**config.mk**
```make
export PLATFORM = sky130hd
export DESIGN_NAME = clk_rst_sequencer
export DESIGN_NICKNAME = d
export VERILOG_FILES = /design/src/rtl/clk_seq_pkg.sv /design/src/rtl/sync_2ff.sv /design/src/rtl/clk_rst_sequencer.sv
export SDC_FILE = /design/constraint.sdc
export NUM_CORES = 1
export LEC_CHECK = 0
export BUFFER_PORTS_ARGS = -buffer_cell sky130_fd_sc_hd__clkbuf_2
export CORE_UTILIZATION = 40
export CTS_CLUSTER_DIAMETER = 40
export DETAILED_ROUTE_END_ITERATION = 8
export PLACE_DENSITY = 0.59
export REMOVE_ABC_BUFFERS = 1
export SLEW_MARGIN = 20
export SYNTH_ARGS = -nofsm -noshare
export SYNTH_HDL_FRONTEND = slang
export SYNTH_HIERARCHICAL = 1
export SYNTH_SLANG_ARGS = --single-unit
```
**constraint.sdc**
```tcl
create_clock -name clk_in1 -period 3.9 [get_ports clk_in1]
set_input_delay 0.195 -clock clk_in1 [delete_from_list [all_inputs] [get_ports clk_in1]]
set_output_delay 0.195 -clock clk_in1 [all_outputs]
set_load 0.05 [all_outputs]
```
**src/rtl/clk_seq_pkg.sv**
```systemverilog
// Shared state encoding and sizing helpers for the clock/reset sequencer.
package clk_seq_pkg;

  localparam logic [2:0] PLL_RESET = 3'd0;
  localparam logic [2:0] WAIT_LOCK = 3'd1;
  localparam logic [2:0] STABLE    = 3'd2;
  localparam logic [2:0] RELEASE   = 3'd3;
  localparam logic [2:0] RUN       = 3'd4;
  localparam logic [2:0] FAULT     = 3'd5;

  function automatic int max2(input int a, input int b);
    return (a > b) ? a : b;
  endfunction

  // One spare bit above the largest terminal count so saturation never aliases a compare value.
  function automatic int cnt_width(input int a, input int b, input int c, input int d);
    return $clog2(max2(max2(a, b), max2(c, d))) + 1;
  endfunction

  function automatic int min1_clog2(input int n);
    return (n > 2) ? $clog2(n) : 1;
  endfunction

endpackage

```
**src/rtl/sync_2ff.sv**
```systemverilog
// Two-flop synchroniser for asynchronous status inputs into the clk_in1 domain.
module sync_2ff #(
  parameter int W = 1
) (
  input  logic         clk_in1,
  input  logic         reset,
  input  logic [W-1:0] async_in,
  output logic [W-1:0] sync_out
);

  logic [W-1:0] r_meta;
  logic [W-1:0] r_sync;

  always_ff @(posedge clk_in1) begin
    if (reset) begin
      r_meta <= '0;
      r_sync <= '0;
    end else begin
      r_meta <= async_in;
      r_sync <= r_meta;
    end
  end

  assign sync_out = r_sync;

endmodule

```
**src/rtl/clk_rst_sequencer.sv**
```systemverilog
// PLL reset/lock sequencer: pulses PLL reset, debounces lock, then enables
// gated clocks and releases per-domain resets one channel at a time.
module clk_rst_sequencer
  import clk_seq_pkg::*;
#(
  parameter int N_OUT               = 5,
  parameter int RST_PULSE_CYCLES    = 32,
  parameter int LOCK_TIMEOUT_CYCLES = 20000,
  parameter int LOCK_STABLE_CYCLES  = 256,
  parameter int STAGGER_CYCLES      = 16,
  parameter int MAX_RETRIES         = 3
) (
  input  logic                                   clk_in1,
  input  logic                                   reset,
  input  logic                                   pll_locked,
  input  logic                                   restart,
  output logic                                   pll_rst,
  output logic [N_OUT-1:0]                       clk_en,
  output logic [N_OUT-1:0]                       rst_out,
  output logic                                   ready,
  output logic                                   fault,
  output logic [min1_clog2(MAX_RETRIES+1)-1:0]   retry_cnt
);

  localparam int CNT_W   = cnt_width(RST_PULSE_CYCLES, LOCK_TIMEOUT_CYCLES,
                                     LOCK_STABLE_CYCLES, STAGGER_CYCLES);
  localparam int RETRY_W = min1_clog2(MAX_RETRIES + 1);
  localparam int IDX_W   = min1_clog2(N_OUT);

  localparam logic [CNT_W-1:0]   RST_LAST = CNT_W'(RST_PULSE_CYCLES - 1);
  localparam logic [CNT_W-1:0]   TO_LAST  = CNT_W'(LOCK_TIMEOUT_CYCLES - 1);
  localparam logic [CNT_W-1:0]   STB_LAST = CNT_W'(LOCK_STABLE_CYCLES - 1);
  localparam logic [CNT_W-1:0]   STG_LAST = CNT_W'(STAGGER_CYCLES - 1);
  localparam logic [IDX_W-1:0]   IDX_LAST = IDX_W'(N_OUT - 1);
  localparam logic [RETRY_W-1:0] RTY_MAX  = RETRY_W'(MAX_RETRIES);

  logic               w_lock_s;
  logic               w_lock_lost;
  logic [CNT_W-1:0]   w_cnt_inc;

  logic [2:0]         r_state;
  logic [CNT_W-1:0]   r_cnt;
  logic [IDX_W-1:0]   r_idx;
  logic               r_pll_rst;
  logic [N_OUT-1:0]   r_clk_en;
  logic [N_OUT-1:0]   r_rst_out;
  logic               r_ready;
  logic               r_fault;
  logic [RETRY_W-1:0] r_retry;

  sync_2ff #(.W(1)) u_lock_sync (
    .clk_in1  (clk_in1),
    .reset    (reset),
    .async_in (pll_locked),
    .sync_out (w_lock_s)
  );

  assign w_cnt_inc   = (r_cnt == {CNT_W{1'b1}}) ? r_cnt : r_cnt + 1'b1;
  assign w_lock_lost = !w_lock_s && (r_state == RELEASE || r_state == RUN);

  // restart shares the reset path; only the synchroniser keeps its contents.
  always_ff @(posedge clk_in1) begin
    if (reset || restart) begin
      r_state   <= PLL_RESET;
      r_cnt     <= '0;
      r_idx     <= '0;
      r_pll_rst <= 1'b1;
      r_clk_en  <= '0;
      r_rst_out <= '1;
      r_ready   <= 1'b0;
      r_fault   <= 1'b0;
      r_retry   <= '0;
    end else if (w_lock_lost) begin
      r_state   <= PLL_RESET;
      r_cnt     <= '0;
      r_pll_rst <= 1'b1;
      r_clk_en  <= '0;
      r_rst_out <= '1;
      r_ready   <= 1'b0;
      r_retry   <= '0;
    end else begin
      case (r_state)
        PLL_RESET: begin
          if (r_cnt == RST_LAST) begin
            r_state   <= WAIT_LOCK;
            r_cnt     <= '0;
            r_pll_rst <= 1'b0;
          end else begin
            r_cnt <= w_cnt_inc;
          end
        end
        WAIT_LOCK: begin
          if (w_lock_s) begin
            r_state <= STABLE;
            r_cnt   <= '0;
          end else if (r_cnt == TO_LAST) begin
            r_cnt     <= '0;
            r_pll_rst <= 1'b1;
            if (r_retry == RTY_MAX) begin
              r_state <= FAULT;
              r_fault <= 1'b1;
            end else begin
              r_state <= PLL_RESET;
              r_retry <= r_retry + 1'b1;
            end
          end else begin
            r_cnt <= w_cnt_inc;
          end
        end
        STABLE: begin
          if (!w_lock_s) begin
            r_state <= WAIT_LOCK;
            r_cnt   <= '0;
          end else if (r_cnt == STB_LAST) begin
            r_state  <= RELEASE;
            r_cnt    <= '0;
            r_idx    <= '0;
            r_clk_en <= '1;
          end else begin
            r_cnt <= w_cnt_inc;
          end
        end
        RELEASE: begin
          // Channels release low-index first, so a left shift walks the deasserted region up.
          if (r_cnt == STG_LAST) begin
            r_cnt     <= '0;
            r_idx     <= r_idx + 1'b1;
            r_rst_out <= r_rst_out << 1;
            if (r_idx == IDX_LAST) begin
              r_state <= RUN;
              r_ready <= 1'b1;
            end
          end else begin
            r_cnt <= w_cnt_inc;
          end
        end
        RUN, FAULT: begin
        end
        default: begin
          r_state   <= PLL_RESET;
          r_cnt     <= '0;
          r_pll_rst <= 1'b1;
          r_clk_en  <= '0;
          r_rst_out <= '1;
          r_ready   <= 1'b0;
        end
      endcase
    end
  end

  assign pll_rst   = r_pll_rst;
  assign clk_en    = r_clk_en;
  assign rst_out   = r_rst_out;
  assign ready     = r_ready;
  assign fault     = r_fault;
  assign retry_cnt = r_retry;

endmodule

```
==> impl_metrics.toml, run 1 <==
[setup_path]
cp_top_family = "compound AO/OA/AOI/OAI gates"
critPathMaxFanout = 21
crit_type = "reg -> reg"
end_kind = "flop"
slowest_delay_ns = 0.68
cp_slowest_cell = "o41a_1"
cp-startpoint = "r_cnt[4]"
crit_chain = "or4b_1 > nor4_4 > nor2b_2 > o41a_1 > a21o_1 > a22o_1"
reg2reg_from = "r_cnt[4]"
path_buf_inv = 0
required_ns = 4.09
arrival_ns = 2.88
startpoint_type = "flop"

[die]
fp.dieH_um = 70.82
dieArea_mm2 = 0.005015
ioPinCount = 19
rows = 24
chipWidth_um = 70.82
start_util_pct = 42.62
core_area_mm2 = 0.004444

[grt]
grt_max_degree = 22
met2_usage_pct = 27.67
met1_usage_pct = 24.22
grt_use_total_pct = 18.04
antenna_found_initial = 0
grt_busiest_layer = "met2"
grtUsageMet3_pct = 4.131
grt_pass1_vias = 1500
grt.overflow.total = 0
grt_pass1_wl_um = 7113

[placement]
place_inst = 289
placed_area_mm2 = 0.001982
routabilityCongestion = 0.7859
io_buffers = 18
post-dp-hpwl_um = 2942
preCtsSetupSlack_ns = 1.214

[synthesis]
syn_area_per_cell_um2 = 8.165
synth.top_cell.area_share_pct = 36.99
synth_edf_count = 0
synth_top_area_cell = "dfxtp_1"
synth_cell_types = 51
syn-instance-count = 232
ys_seq_elements = 35
ys_warn_count = 6
synth.top_cells.by_area = "dfxtp_1 (37%), nor2_1 (5.0%), a21oi_1 (4.8%), nand3_1 (4.0%), nand2_1 (3.8%)"
async_reset_ff_share_pct = 0
synthFlopType = "dfxtp_1"
syn_area_mm2 = 0.001894
seq_area_frac_synth_pct = 36.99

[worst_hold_path]
hp-class = "in -> reg"
min_from = "restart"

[power_and_ir_drop]
peakVddDrop_mv = 0.2352
intPower_mw = 0.5851
p_total_mw = 0.7450
clockPowerShare_pct = 45.5
p_seq_share_pct = 50.5
power_density_mw_per_mm2 = 354.8
power.switching_mw = 0.1599
power_leakage_nw = 0.7591
power_frac_comb_pct = 4.0
p_sw_share_pct = 21.46

[cells_and_area]
layout-drive-gt1-share_pct = 15.51
postLayoutCoreUtil_pct = 47.24
diodes = 0
fin_nets = 252
fill_cells = 429
instances_no_fill = 297
area_growth_pct = 10.83
multiInputGateArea_mm2 = 0.001096
design_area_mm2 = 0.002100
seq_area_um2 = 700.7

[routing]
wirelength_um = 4107
route.detailed.drc = 0
drt_iter0_drc = 113
drtAntennaViolNets = 0
first_pass_iters = 6
vias = 1680
avgViaCountPerCell = 5.657
wl_per_cell_um = 13.83

[sta]
hold_viol = 0
rsz0062_at_grt = "false"
finalCritPeriodShare_pct = 68.89
slew_violations = 0
finalSetupTns_ns = 0
clock_skew_ns = 0.004359
setup_viol = 0
slew_headroom_pct = 46.64
fin_crit_ns = 2.687
whs_ns = 0.08966
max_freq_ghz = 0.3722
fin_ws_ns = 1.213
worstMarginPinSlew_ns = 0.8005

[clock_network]
cts_tree = "yes"
numClockSinks = 35
path_clk_slew_ns = 0.07
cts-hold-fix-buffers = 0
cts-root-buf = "clkbuf_8"
cts_buffers = 5
htreeDepth = 2
clk_latency_ns = 0.29
clockBufferDepth = 2
cts_repair_resize_count = 0
post-cts-setup-buffers = 0

[job]
cap_violations = 0

[run_status]
status = "finished, final reports clean"
-- power by group through the flow --
stage | registers (mW) | clock network, mW | logic, mW
global route | 0.377 | 0.365 | 0.0335
finish | 0.376 | 0.339 | 0.0298
floorplan | 0.382 | 0 | 0.0223
CTS | 0.376 | 0.349 | 0.0305
global placement | 0.384 | 0 | 0.0297
detailed placement | 0.384 | 0 | 0.0303
-- sequential cells by signal (all words and copies together) (netlist names) --
name                  count
ready                     1
r_idx                     3
fault                     1
clk_en                    1
u_lock_sync/sync_out      1
r_state                   3
u_lock_sync/r_meta        1
rst_out                   5
retry_cnt                 2
r_cnt                    16
pll_rst                   1
-- final timing paths --
path | cells after the start | slack (ns) | to
min | 2 | 0.09 | fault
max | 6 | 1.21 | r_cnt[13]
max reg2reg | 6 | 1.21 | r_cnt[13]
min reg2reg | 1 | 0.46 | u_lock_sync/sync_out
-- cell families after synthesis --
kind of cell,share of synthesized area [%]
AND/OR/NAND/NOR,30.78
AO/OA/AOI/OAI,21.40
flip-flops,36.99
buffers and inverters,5.152
adder cells (fa/ha/maj),2.642
XOR/XNOR,1.387
multiplexers,1.651
-- routing by layer --
metal / vias to the layer above / part of all wire (%)
li1: 867 / -
met1: 763 / 51
met2: 41 / 43
met3: 9 / 3.9
met4: 0 / 2.2
met5: - / 0
-- area by class of cell --
cell class	instances	share of cell area (%)
Clock inverter	2	1.669
Sequential cell	35	33.37
Inverter	8	1.430
Clock buffer	6	3.933
Timing Repair Buffer	18	4.291
Tap cell	52	3.099
Multi-Input combinational cell	176	52.21
-- synth_stat cells (all sizes together), types with 2 or more instances --
library cell and number:
and2 2, a31oi 5, nand4 5, a21oi 18
ha 4, and4 6, clkbuf 6, inv 8
nor2b 4, nand3 15, o21ai 18, nor3 7
nand2 19, a21boi 2, nor4 6, a41oi 2
or3 5, o21a 7, buf 7, xnor2 3
mux2i 2, nand2b 2, dfxtp 35, and3 2
nor2 26
-- cell usage in the layout, fill, tap and decap left out, drive strengths merged, types with 2 or more instances in the layout --
| master | Yosys | final |
|---|---|---|
| nor3 | 7 | 7 |
| or3 | 5 | 5 |
| a41oi | 2 | 2 |
| nor2b | 4 | 4 |
| and3 | 2 | 2 |
| a31oi | 5 | 5 |
| clkbuf | 6 | 24 |
| nand2 | 19 | 19 |
| o21a | 7 | 7 |
| nor4 | 6 | 6 |
| xnor2 | 3 | 3 |
| o21ai | 18 | 18 |
| and4 | 6 | 6 |
| a21boi | 2 | 2 |
| and2 | 2 | 2 |
| nand2b | 2 | 2 |
| ha | 4 | 4 |
| a21oi | 18 | 18 |
| dfxtp | 35 | 35 |
| mux2i | 2 | 2 |
| nor2 | 26 | 26 |
| nand3 | 15 | 15 |
| inv | 8 | 8 |
| nand4 | 5 | 5 |
-- worst reg2reg max path, delay by kind of cell (launching register included) --
kind               cells  cell delay, ns
AOI/OAI and AO/OA      3            1.13
DFF                    1            0.46
and+or+nand+nor        3            1.00
No activity file was read; power rests on OpenSTA's default activity.
==> run 2, diff against run 1 <==
Clock period 3.9 ns to 2.63 ns, I/O delays scaled along.
==> impl_metrics.toml, run 2 (synthesis gave the netlist of run 1 again) <==
[run_status]
status = "finished, final reports clean"

[cells_and_area]
top_register = "r_cnt"
diodes = 0
postLayoutCoreUtil_pct = 48.93
area_growth_pct = 14.80
mostFrequentLayoutCell = "dfxtp_1"
layout-drive-gt1-share_pct = 19.69
design_area_mm2 = 0.002175
final_cell_mix = "dfxtp_1 (35), nor2_1 (25), nand2_1 (19), a21oi_1 (18), clkbuf_2 (18)"
fin_nets = 268
largest_reg_flops = 16

[die]
chipWidth_um = 70.82
ioPinCount = 19
dieArea_mm2 = 0.005015
start_util_pct = 42.62
core_area_mm2 = 0.004444
rows = 24
fp.dieH_um = 70.82

[sta]
fin_ws_ns = 0.2452
setup_viol = 0
rsz0062_at_grt = "false"
clock_skew_ns = 0.006515
slew_headroom_pct = 57.72
fin_crit_ns = 2.385
finalCritPeriodShare_pct = 90.68
slew_violations = 0
hold_viol = 0
max_freq_ghz = 0.4193
worstMarginPinSlew_ns = 0.6275
whs_ns = 0.03924
finalSetupTns_ns = 0

[clock_network]
clk_latency_ns = 0.29
post-cts-setup-buffers = 0
numClockSinks = 35
htreeDepth = 2
clockBufferDepth = 2
cts-root-buf = "clkbuf_8"
cts-hold-fix-buffers = 0
path_clk_slew_ns = 0.07
cts_tree = "yes"
cts_buffers = 5
cts_repair_resize_count = 0

[worst_hold_path]
hp-class = "in -> reg"
holdPathStages = 2
min_from = "restart"
min_to = "fault"

[grt]
antenna_found_initial = 0
grt_pass1_vias = 1611
grt.overflow.total = 0
grt_max_degree = 14
grt_use_total_pct = 18.84
grt_pass1_wl_um = 7431

[routing]
route.detailed.drc = 0
vias = 1727
wl_per_cell_um = 13.48
wirelength_um = 4193
first_pass_iters = 6
drtAntennaViolNets = 0
drt_iter0_drc = 127
avgViaCountPerCell = 5.553

[setup_path]
r2r_cells = 7
r2r_setup_slack_ns = 0.25
startpoint_type = "flop"
critPathMaxFanout = 11
worstReg2RegEnd = "r_cnt[13]"
end_kind = "flop"
arrival_ns = 2.57
required_ns = 2.82
reg2reg_from = "r_cnt[12]"
crit_type = "reg -> reg"

[placement]
placed_area_mm2 = 0.002102
preCtsSetupSlack_ns = 0.2512
routabilityCongestion = 0.7786
post-dp-hpwl_um = 3068
io_buffers = 18

[power_and_ir_drop]
intPower_mw = 0.7416
power.switching_mw = 0.2242
peakVddDrop_mv = 0.2267
p_seq_share_pct = 57.6
power_frac_comb_pct = 5.1
power_density_mw_per_mm2 = 444.1
clockPowerShare_pct = 37.3
p_sw_share_pct = 23.21
power_leakage_nw = 0.8185

[job]
cap_violations = 0
run 2: through the flow:
| step | total power, mW | std cells |
|---|---|---|
| final | 0.9658 | 311 |
| after global routing | 1.014 | 311 |
| after CTS | 0.9838 | 311 |
| after detailed placement | 0.6187 | 305 |
| after global placement | 0.6183 | 305 |
| after floorplan | 0.5991 | 219 |
run 2: how the worst max path moves through the flow:
stage                     startpoint         end  slack [ns]  cells past startpoint
after CTS                  r_cnt[12]   r_cnt[13]        0.24                      7
after global placement     r_cnt[12]   r_cnt[13]        0.26                      7
after global routing       r_cnt[12]  r_state[0]        0.10                      7
after floorplan             r_cnt[4]   r_cnt[13]        0.21                      6
after detailed placement   r_cnt[12]   r_cnt[13]        0.25                      7
final                      r_cnt[12]   r_cnt[13]        0.25                      7
run 2: power by group through the flow:
stage | registers (mW) | logic [mW] | clock network, mW
2_1_floorplan | 0.566 | 0.0330 | 0
3_3_place_gp | 0.569 | 0.0497 | 0
3_5_place_dp | 0.569 | 0.0500 | 0
4_1_cts | 0.556 | 0.0503 | 0.377
5_1_grt | 0.558 | 0.0573 | 0.398
6_report | 0.556 | 0.0493 | 0.360
run 2: layout make-up:
cell class / instances / area, um2
flip-flops and latches: 35 / 700.7
repair buffers: 34 / 210.2
clock buffers: 6 / 72.57
multi-input cells: 176 / 1096
fillers: 466 / 2270
well taps: 52 / 65.06
inverters: 8 / 30.03
run 2: worst max-delay path: stages (launching register included):
cell and delay [ns]:
dfxtp_1 0.36, or4_4 0.58, nor4_4 0.32, nor2b_2 0.11, o41a_1 0.40, buf_4 0.19
a21o_1 0.16, a22o_1 0.16
run 2: layer usage:
layer | track usage, % | share of wire [%] | vias to the layer above
li1 | - | - | 898
met1 | 24.87 | 51 | 786
met2 | 28.95 | 44 | 35
met3 | 4.274 | 3.7 | 8
met4 | 9.556 | 2.0 | 0
met5 | 0 | 0 | -
